[src/rtl/multicycle_pkg.sv]
// Shared definitions for the multi-cycle control sequencer.
//   - FSM state encodings (IDLE=0 ... WB=5, HALT=7)
//   - opcode constants, ALUcontrol codes, err codes
//   - instruction class enum and the opcode decoder
// Optional feature macro: MULTICYCLE_SEQ_BEQ_EN (makes opcode 0x04 / beq legal).
package multicycle_pkg;

    typedef enum logic [2:0] {
        ST_IDLE   = 3'd0,
        ST_FETCH  = 3'd1,
        ST_DECODE = 3'd2,
        ST_EXEC   = 3'd3,
        ST_MEM    = 3'd4,
        ST_WB     = 3'd5,
        ST_HALT   = 3'd7
    } state_t;

    localparam logic [5:0] OP_RTYPE = 6'h00;
    localparam logic [5:0] OP_ADDI  = 6'h08;
    localparam logic [5:0] OP_LW    = 6'h23;
    localparam logic [5:0] OP_SW    = 6'h2B;
    localparam logic [5:0] OP_BEQ   = 6'h04;

    localparam logic [1:0] ALU_ADD   = 2'b00;
    localparam logic [1:0] ALU_SUB   = 2'b01;
    localparam logic [1:0] ALU_FUNCT = 2'b10;

    localparam logic [1:0] ERR_NONE    = 2'b00;
    localparam logic [1:0] ERR_ILLEGAL = 2'b01;
    localparam logic [1:0] ERR_TIMEOUT = 2'b10;

    typedef enum logic [2:0] {
        CLS_RTYPE = 3'd0,
        CLS_ADDI  = 3'd1,
        CLS_LW    = 3'd2,
        CLS_SW    = 3'd3,
        CLS_BEQ   = 3'd4
    } cls_t;

    typedef struct packed {
        logic legal;
        cls_t cls;
    } dec_t;

    function automatic dec_t decode_op(input logic [5:0] op);
        dec_t d;
        d.legal = 1'b1;
        d.cls   = CLS_RTYPE;
        case (op)
            OP_RTYPE: d.cls = CLS_RTYPE;
            OP_ADDI:  d.cls = CLS_ADDI;
            OP_LW:    d.cls = CLS_LW;
            OP_SW:    d.cls = CLS_SW;
`ifdef MULTICYCLE_SEQ_BEQ_EN
            OP_BEQ:   d.cls = CLS_BEQ;
`endif
            default:  d.legal = 1'b0;
        endcase
        return d;
    endfunction

endpackage

[src/rtl/multicycle_sequencer_mem_wait_timer.sv]
// Counts consecutive MEM cycles without mem_ready and flags a timeout.
// Ports:
//   clk, reset  - clock, synchronous active-high reset
//   clr         - clear the count (asserted whenever the FSM is not in MEM)
//   en          - a MEM cycle with mem_ready low
//   timeout     - this waiting cycle is the MEM_TIMEOUT-th one in a row
// MEM_TIMEOUT = 0 disables the timeout entirely.
module mem_wait_timer #(
    parameter int MEM_TIMEOUT = 16
) (
    input  logic clk,
    input  logic reset,
    input  logic clr,
    input  logic en,
    output logic timeout
);

    localparam int CW = (MEM_TIMEOUT < 2) ? 1 : $clog2(MEM_TIMEOUT);

    logic [CW-1:0] wait_cnt;

    always_ff @(posedge clk) begin
        if (reset || clr) begin
            wait_cnt <= '0;
        end else if (en) begin
            wait_cnt <= wait_cnt + CW'(1);
        end
    end

    // The count holds the waits already seen; this cycle's wait is the one
    // that brings the total to MEM_TIMEOUT.
    assign timeout = (MEM_TIMEOUT != 0) && en && (wait_cnt == CW'(MEM_TIMEOUT - 1));

endmodule

[src/rtl/multicycle_sequencer.sv]
// Multi-cycle control FSM sequencing PC, instruction ROM, register file,
// ALU and data RAM. Adds a memory-ready handshake with timeout, halt on
// illegal opcode, and a retired-instruction counter.
// Ports:
//   clk, reset, run, opcode[5:0], zf, mem_ready            - inputs
//   ir_we, CP, RegWrite, RegDest, ALUsrc, ALUcontrol[1:0],
//   ReadEn, WriteEn, MemtoReg, pc_src                      - datapath controls
//   busy, halted, err[1:0], retire_cnt[CNT_W-1:0], state_o - status
// Optional feature macro: MULTICYCLE_SEQ_BEQ_EN (beq retires in EXEC,
// pc_src = zf); when undefined beq is illegal and pc_src is tied to 0.
module multicycle_sequencer
    import multicycle_pkg::*;
#(
    parameter int MEM_TIMEOUT = 16,
    parameter int CNT_W       = 16
) (
    input  logic             clk,
    input  logic             reset,
    input  logic             run,
    input  logic [5:0]       opcode,
    input  logic             zf,
    input  logic             mem_ready,
    output logic             ir_we,
    output logic             CP,
    output logic             RegWrite,
    output logic             RegDest,
    output logic             ALUsrc,
    output logic [1:0]       ALUcontrol,
    output logic             ReadEn,
    output logic             WriteEn,
    output logic             MemtoReg,
    output logic             pc_src,
    output logic             busy,
    output logic             halted,
    output logic [1:0]       err,
    output logic [CNT_W-1:0] retire_cnt,
    output logic [2:0]       state_o
);

    state_t           state_q, state_d;
    cls_t             cls_q, cls_d;
    logic [1:0]       err_q, err_d;
    logic [CNT_W-1:0] retire_cnt_q;
    dec_t             dec;
    logic             retire;
    logic             ir_we_c, reg_write_c, read_en_c, write_en_c;
    logic             mem_timeout;

    assign dec = decode_op(opcode);

    mem_wait_timer #(
        .MEM_TIMEOUT(MEM_TIMEOUT)
    ) u_wait_timer (
        .clk     (clk),
        .reset   (reset),
        .clr     (state_q != ST_MEM),
        .en      ((state_q == ST_MEM) && !mem_ready),
        .timeout (mem_timeout)
    );

    always_ff @(posedge clk) begin
        if (reset) begin
            state_q      <= ST_IDLE;
            cls_q        <= CLS_RTYPE;
            err_q        <= ERR_NONE;
            retire_cnt_q <= '0;
        end else begin
            state_q      <= state_d;
            cls_q        <= cls_d;
            err_q        <= err_d;
            retire_cnt_q <= retire_cnt_q + CNT_W'(retire);
        end
    end

`ifdef MULTICYCLE_SEQ_BEQ_EN
    logic pc_src_c;
`endif

    always_comb begin
        state_d     = state_q;
        cls_d       = cls_q;
        err_d       = err_q;
        retire      = 1'b0;
        ir_we_c     = 1'b0;
        reg_write_c = 1'b0;
        read_en_c   = 1'b0;
        write_en_c  = 1'b0;
        RegDest     = 1'b0;
        MemtoReg    = 1'b0;
        ALUsrc      = 1'b0;
        ALUcontrol  = ALU_ADD;
`ifdef MULTICYCLE_SEQ_BEQ_EN
        pc_src_c    = 1'b0;
`endif
        case (state_q)
            ST_IDLE: begin
                if (run) state_d = ST_FETCH;
            end
            ST_FETCH: begin
                ir_we_c = 1'b1;
                state_d = ST_DECODE;
            end
            ST_DECODE: begin
                if (dec.legal) begin
                    cls_d   = dec.cls;
                    state_d = ST_EXEC;
                end else begin
                    err_d   = ERR_ILLEGAL;
                    state_d = ST_HALT;
                end
            end
            ST_EXEC: begin
                case (cls_q)
                    CLS_RTYPE: begin
                        ALUcontrol = ALU_FUNCT;
                        state_d    = ST_WB;
                    end
                    CLS_ADDI: begin
                        ALUsrc  = 1'b1;
                        state_d = ST_WB;
                    end
                    CLS_LW, CLS_SW: begin
                        ALUsrc  = 1'b1;
                        state_d = ST_MEM;
                    end
`ifdef MULTICYCLE_SEQ_BEQ_EN
                    CLS_BEQ: begin
                        ALUcontrol = ALU_SUB;
                        pc_src_c   = zf;
                        retire     = 1'b1;
                        state_d    = run ? ST_FETCH : ST_IDLE;
                    end
`endif
                    default: state_d = ST_HALT;
                endcase
            end
            ST_MEM: begin
                ALUsrc     = 1'b1;
                read_en_c  = (cls_q == CLS_LW);
                write_en_c = (cls_q == CLS_SW);
                if (mem_ready) begin
                    if (cls_q == CLS_LW) begin
                        state_d = ST_WB;
                    end else begin
                        // sw completes here: no write-back stage.
                        retire  = 1'b1;
                        state_d = run ? ST_FETCH : ST_IDLE;
                    end
                end else if (mem_timeout) begin
                    err_d   = ERR_TIMEOUT;
                    state_d = ST_HALT;
                end
            end
            ST_WB: begin
                reg_write_c = 1'b1;
                retire      = 1'b1;
                RegDest     = (cls_q == CLS_RTYPE);
                MemtoReg    = (cls_q == CLS_LW);
                ALUsrc      = (cls_q != CLS_RTYPE);
                ALUcontrol  = (cls_q == CLS_RTYPE) ? ALU_FUNCT : ALU_ADD;
                state_d     = run ? ST_FETCH : ST_IDLE;
            end
            ST_HALT: begin
                state_d = ST_HALT;
            end
            default: begin
                state_d = ST_IDLE;
            end
        endcase
    end

    // Strobes are masked during reset so a write caught mid-MEM never lands.
    assign ir_we    = ir_we_c     & ~reset;
    assign CP       = retire      & ~reset;
    assign RegWrite = reg_write_c & ~reset;
    assign ReadEn   = read_en_c   & ~reset;
    assign WriteEn  = write_en_c  & ~reset;

`ifdef MULTICYCLE_SEQ_BEQ_EN
    assign pc_src = pc_src_c & ~reset;
`else
    logic unused_zf;
    assign unused_zf = zf;
    assign pc_src    = 1'b0;
`endif

    assign busy       = (state_q != ST_IDLE) && (state_q != ST_HALT);
    assign halted     = (state_q == ST_HALT);
    assign err        = err_q;
    assign retire_cnt = retire_cnt_q;
    assign state_o    = state_q;

endmodule

[config.mk]
export PLATFORM = sky130hd
export DESIGN_NAME = multicycle_sequencer
export DESIGN_NICKNAME = d
export VERILOG_FILES = /design/src/rtl/multicycle_pkg.sv /design/src/rtl/multicycle_sequencer_mem_wait_timer.sv /design/src/rtl/multicycle_sequencer.sv
export SDC_FILE = /design/constraint.sdc
export NUM_CORES = 1
export LEC_CHECK = 0
export CORE_ASPECT_RATIO = 0.8
export CORE_MARGIN = 2
export CORE_UTILIZATION = 49
export CTS_CLUSTER_DIAMETER = 100
export DETAILED_ROUTE_END_ITERATION = 8
export PLACE_DENSITY = 0.82
export SYNTH_ARGS = -nofsm -noshare
export SYNTH_HDL_FRONTEND = slang
export SYNTH_SLANG_ARGS = --single-unit
[constraint.sdc]
create_clock -name clk -period 4.9 [get_ports clk]
set_input_delay 0.98 -clock clk [delete_from_list [all_inputs] [get_ports clk]]
set_output_delay 0.98 -clock clk [all_outputs]
set_load 0.03 [all_outputs]
Word-level counts from Yosys, hierarchy flattened
Index checks and enable logic that the tools add are counted.
{"block": "word_totals", "reg_bits": 28, "inputBits": 11}
{"block": "classes", "add_sub_neg": 2, "n_eq_ne": 20, "mux": 27, "bitwise": 6, "reduce_logical": 19}
{"cell": "3-bit one-hot mux with 7 select lines", "n": 1}
{"cell": "16-bit by 1-bit adder with 16-bit output", "n": 1}
{"cell": "3-bit 2-to-1 mux", "n": 5}
{"cell": "3-bit by 2-bit == test with 1-bit output (second input constant)", "n": 4}
{"cell": "6-bit == test (second input constant)", "n": 2}
{"cell": "1-bit 2-to-1 mux", "n": 11}
{"cell": "2-bit 2-to-1 mux", "n": 5}
{"cell": "3-bit == test (second input constant)", "n": 3}
{"cell": "3-bit inequality test (second input constant)", "n": 3}
{"cell": "2-bit inequality test (second input constant)", "n": 4}
{"cell": "2-bit one-hot mux with 2 select lines", "n": 2}
{"cell": "3-bit by 1-bit == test with 1-bit output (second input constant)", "n": 2}
{"cell": "6-bit by 4-bit == test with 1-bit output (second input constant)", "n": 1}
{"cell": "3-bit logical NOT", "n": 2}
{"cell": "6-bit logical NOT", "n": 1}
{"cell": "2-bit one-hot mux with 3 select lines", "n": 1}
{"cell": "3-bit nonzero test", "n": 2}
{"cell": "2-bit OR reduction", "n": 3}
{"cell": "1-bit AND", "n": 5}
{"cell": "4-bit by 1-bit adder with 4-bit output (second input constant)", "n": 1}
{"cell": "4-bit == test (second input constant)", "n": 1}
{"cell": "2-bit AND reduction", "n": 2}
{"cell": "4-bit AND reduction", "n": 1}
{"cell": "4-bit OR reduction", "n": 1}
{"cell": "other kinds (8)", "n": 10}

Depth between registers and ports, before layout
{"block": "depth", "word_depth": 6, "depth_mapped": 10}

Hierarchy
From an unflattened synthesis, not the netlist that was laid out.
{"block": "unflattened", "hier_cells": 164, "area_unflattened_um2": 1406.3}
{"mod": "multicycle_sequencer", "n_inst": 1, "cells_per_inst": 147, "area_per_inst_um2": 1219.9}
{"mod": "mem_wait_timer", "n_inst": 1, "cells_per_inst": 17, "area_per_inst_um2": 186.4}

Least setup slack after synthesis
Ideal clock, no wire load.
{"block": "synth_path", "path_kind": "input to output", "startpoint": "in reset", "endpoint": "out CP", "arrival_ps": 2054, "slack_ps": 1866, "path_stages": 3, "n_path_buf": 2, "path_cell_list": "clkbuf_1 clkbuf_1 nor3_1"}
{"block": "synth_via", "elab_chain_len": 2}
{"item": "start: declaration", "line_no": "multicycle_sequencer.sv:18", "source": "input logic reset,"}
{"item": "1-bit inverter", "line_no": "multicycle_sequencer.sv:174", "source": "assign CP = retire & ~reset;"}
{"item": "1-bit AND", "line_no": "multicycle_sequencer.sv:174"}
{"item": "end: declaration", "line_no": "multicycle_sequencer.sv:24", "source": "output logic CP,"}
No other way between the ends.

Worst setup path after layout
{"block": "layout_path", "startpoint": "in reset", "endpoint": "out WriteEn"}
{"block": "layout_via", "elab_chain_len": 2}
{"item": "1-bit inverter", "line_no": "multicycle_sequencer.sv:177", "source": "assign WriteEn = write_en_c & ~reset;"}
{"item": "1-bit AND", "line_no": "multicycle_sequencer.sv:177"}
{"item": "end: declaration", "line_no": "multicycle_sequencer.sv:30", "source": "output logic WriteEn,"}
No other way between the ends.

==> results by group <==
Clocking
  • Hold buffer count at CTS: 0
  • Cts bufs inserted: 3
  • Num Clock Sinks: 27
  • Skew-Pair Late Insertion Delay: 330 ps
  • Post-CTS setup buffer count: 0
  • Maximum buffer depth of the clock tree: 2
  • Clock root cell: clkbuf_4
  • Resize count post-CTS: 0
  • CTS tree: yes
  • H-tree depth: 1
  • Worst-path clk slew: 140 ps

Global route
  • Number of global-route vias before repair: 1151
  • First-pass GRT wire length: 5.15 mm
  • Initial antenna violation count: 0
  • Gr ovfl total: 0
  • GR Util All Layers: 19.6%
  • Largest net degree at the start of global routing: 17

Placed design
  • Pre-CTS WS: 1050 ps
  • Placed Cells: 248
  • Final Wtd Congestion: 0.880
  • Area post-placement: 1830 µm²
  • Post-detail-place hpwl: 2.49 mm
  • Port bufs: 41

STA
  • Setup TNS: 0 ps
  • Final Worst Setup Slack: 1050 ps
  • Max-slew violations: 0
  • Hold Violations, Final: 0
  • Final setup fails: 0
  • Clock skew: 5.99 ps
  • Slew @ Worst Pin: 655 ps
  • RSZ-0062 raised after global routing: no
  • Tmin final: 3850 ps
  • Fmax: 260 MHz
  • Worst relative slew slack: 56.2%
  • Fin crit share: 78.6%

Layout
  • Area Overhead vs Synth: 30.9%
  • Fin cells: 252
  • Share of cells above drive strength 1: 2.80%
  • Final instance area: 1860 µm²
  • Antenna Diode Count: 0
  • Fin nets: 229

Floorplanning
  • Die Span Y: 52.1 µm
  • Die W: 64.1 µm
  • CORE AREA: 2770 µm²
  • Starting density of the core: 51.3%
  • FP Rows: 17
  • Io pins: 45
  • Die footprint: 3340 µm²

Yosys
  • Share of synthesized registers carrying an async set or reset: 0%
  • Avg Inst Size Synth: 7.88 µm²
  • Synth Register Bits: 27
  • Syn Inst Count: 180
  • Most common cell in the netlist: nor2_1
  • Area share of the largest cell type after synthesis: 38.1%
  • Area leader, netlist: dfxtp_1
  • Yosys warns: 0
  • Ranking of synthesized cells by area: dfxtp_1, nor2_1, xnor2_1, xor2_1, a21oi_1
  • Post-synth design cell area: 1420 µm²
  • Synth Flop Type: dfxtp_1
  • Post-synth EDFFs: 0
  • Yosys cell types: 35
  • Post-synthesis sequential area ratio: 38.1%
  • Synth cell count leaders: nor2_1, dfxtp_1, a21oi_1, nand3_1

Critical path
  • Crit Path Class: input port to output port
  • Worst setup EP type: output port
  • Critical path arrival: 2870 ps
  • CP Launch Type: input port
  • CP max FO: 15
  • CP required: 3920 ps

Status
  • Status: finished clean

Route
  • Initial drt markers: 82
  • 1st-pass router iterations: 4
  • DR vias/cell: 5.48
  • Residual DRC: 0
  • Routed wire length: 3.18 mm
  • Drt wl/cell: 12.6 µm
  • Via count: 1380
  • Final ANT Viol Nets: 0

Hold path
  • Hold WC Path Type: flip-flop to flip-flop

Power
  • Pwr per Cell Area: 304 nW/µm²
  • P_leak: 0.633 nW
  • Maximum VDD drop: 0.182 mV
  • Total power draw: 0.564 mW

Flow run
  • Max-Cap Viols: 0
==> flip-flops by register name (all words and copies together) (netlist names) <==
register,flops
retire_cnt,16
u_wait_timer.wait_cnt,4
state_o,3
cls_q,2
err,2
==> critical path: stages <==
cell and delay [ps]:
clkdlybuf4s50_1 690, nor3_1 340, and3_1 190, clkdlybuf4s50_1 670
==> through the flow <==
step / util (%) / hold WS [ps]
after global routing: 67.1 / 524
after CTS: 67.1 / 489
after detailed placement: 66.1 / 470
final: 67.1 / 485
after global placement: 66.1 / 468
after floorplan: - / 480
==> worst paths after layout <==
check | from | slack, ps | depth (start not counted) | end
setup / recovery | reset | 1050 | 4 | WriteEn
hold / removal | err[0]$_SDFFE_PP0P_ | 480 | 2 | err[0]$_SDFFE_PP0P_
setup reg to reg | state_o[2]$_SDFFE_PP0P_ | 2280 | 8 | retire_cnt[14]$_SDFF_PP0_
hold reg to reg | err[0]$_SDFFE_PP0P_ | 480 | 2 | err[0]$_SDFFE_PP0P_
==> power by group <==
group / leakage [nW] / internal, mW / total (mW) / switching, mW
combinational: 0.397 / 0.0847 / 0.202 / 0.117
sequential: 0.218 / 0.233 / 0.266 / 0.0334
clock: 0.0177 / 0.0307 / 0.0960 / 0.0654
total: 0.633 / 0.348 / 0.564 / 0.216
==> layer usage <==
metal / vias up / part of all wire, % / wire (µm) / GRT usage [%]
li1: 695 / - / - / -
met1: 646 / 46 / 1460 / 25.5
met2: 37 / 48 / 1540 / 33.5
met3: 2 / 5.1 / 161 / 4.55
met4: 0 / 0.75 / 24 / 4.26
met5: - / 0 / 0 / 0
==> cell families after synthesis <==
group,count (synthesis),share of synthesized area [%]
DFF,27,38.1
buffers and inverters,16,4.94
and+or+nand+nor,93,33.7
other,1,0.265
adders and majority gates,3,2.65
AOI/OAI and AO/OA,24,10.2
muxes,2,1.41
xor gates and xnor gates,14,8.65
==> layout make-up <==
type	count	area, µm²
fillers	235	910
multi-input cells	138	811
flip-flops and latches	27	541
repair buffers	42	418
well taps	38	47.5
clock buffers	3	22.5
inverters	3	11.3
clock inverters	1	5.00
==> placed cells by master (no fill, tap or decap), drive strengths merged, types with 4 or more instances in the layout <==
master,instances
nand4,5
nor2,30
a21oi,10
o21ai,6
nand2,9
nor2b,4
xor2,7
xnor2,7
nor3,9
dfxtp,27
nand3,11
clkdlybuf4s50,41
or3,5
nand2b,7
Power figures use the tool's default switching activity.
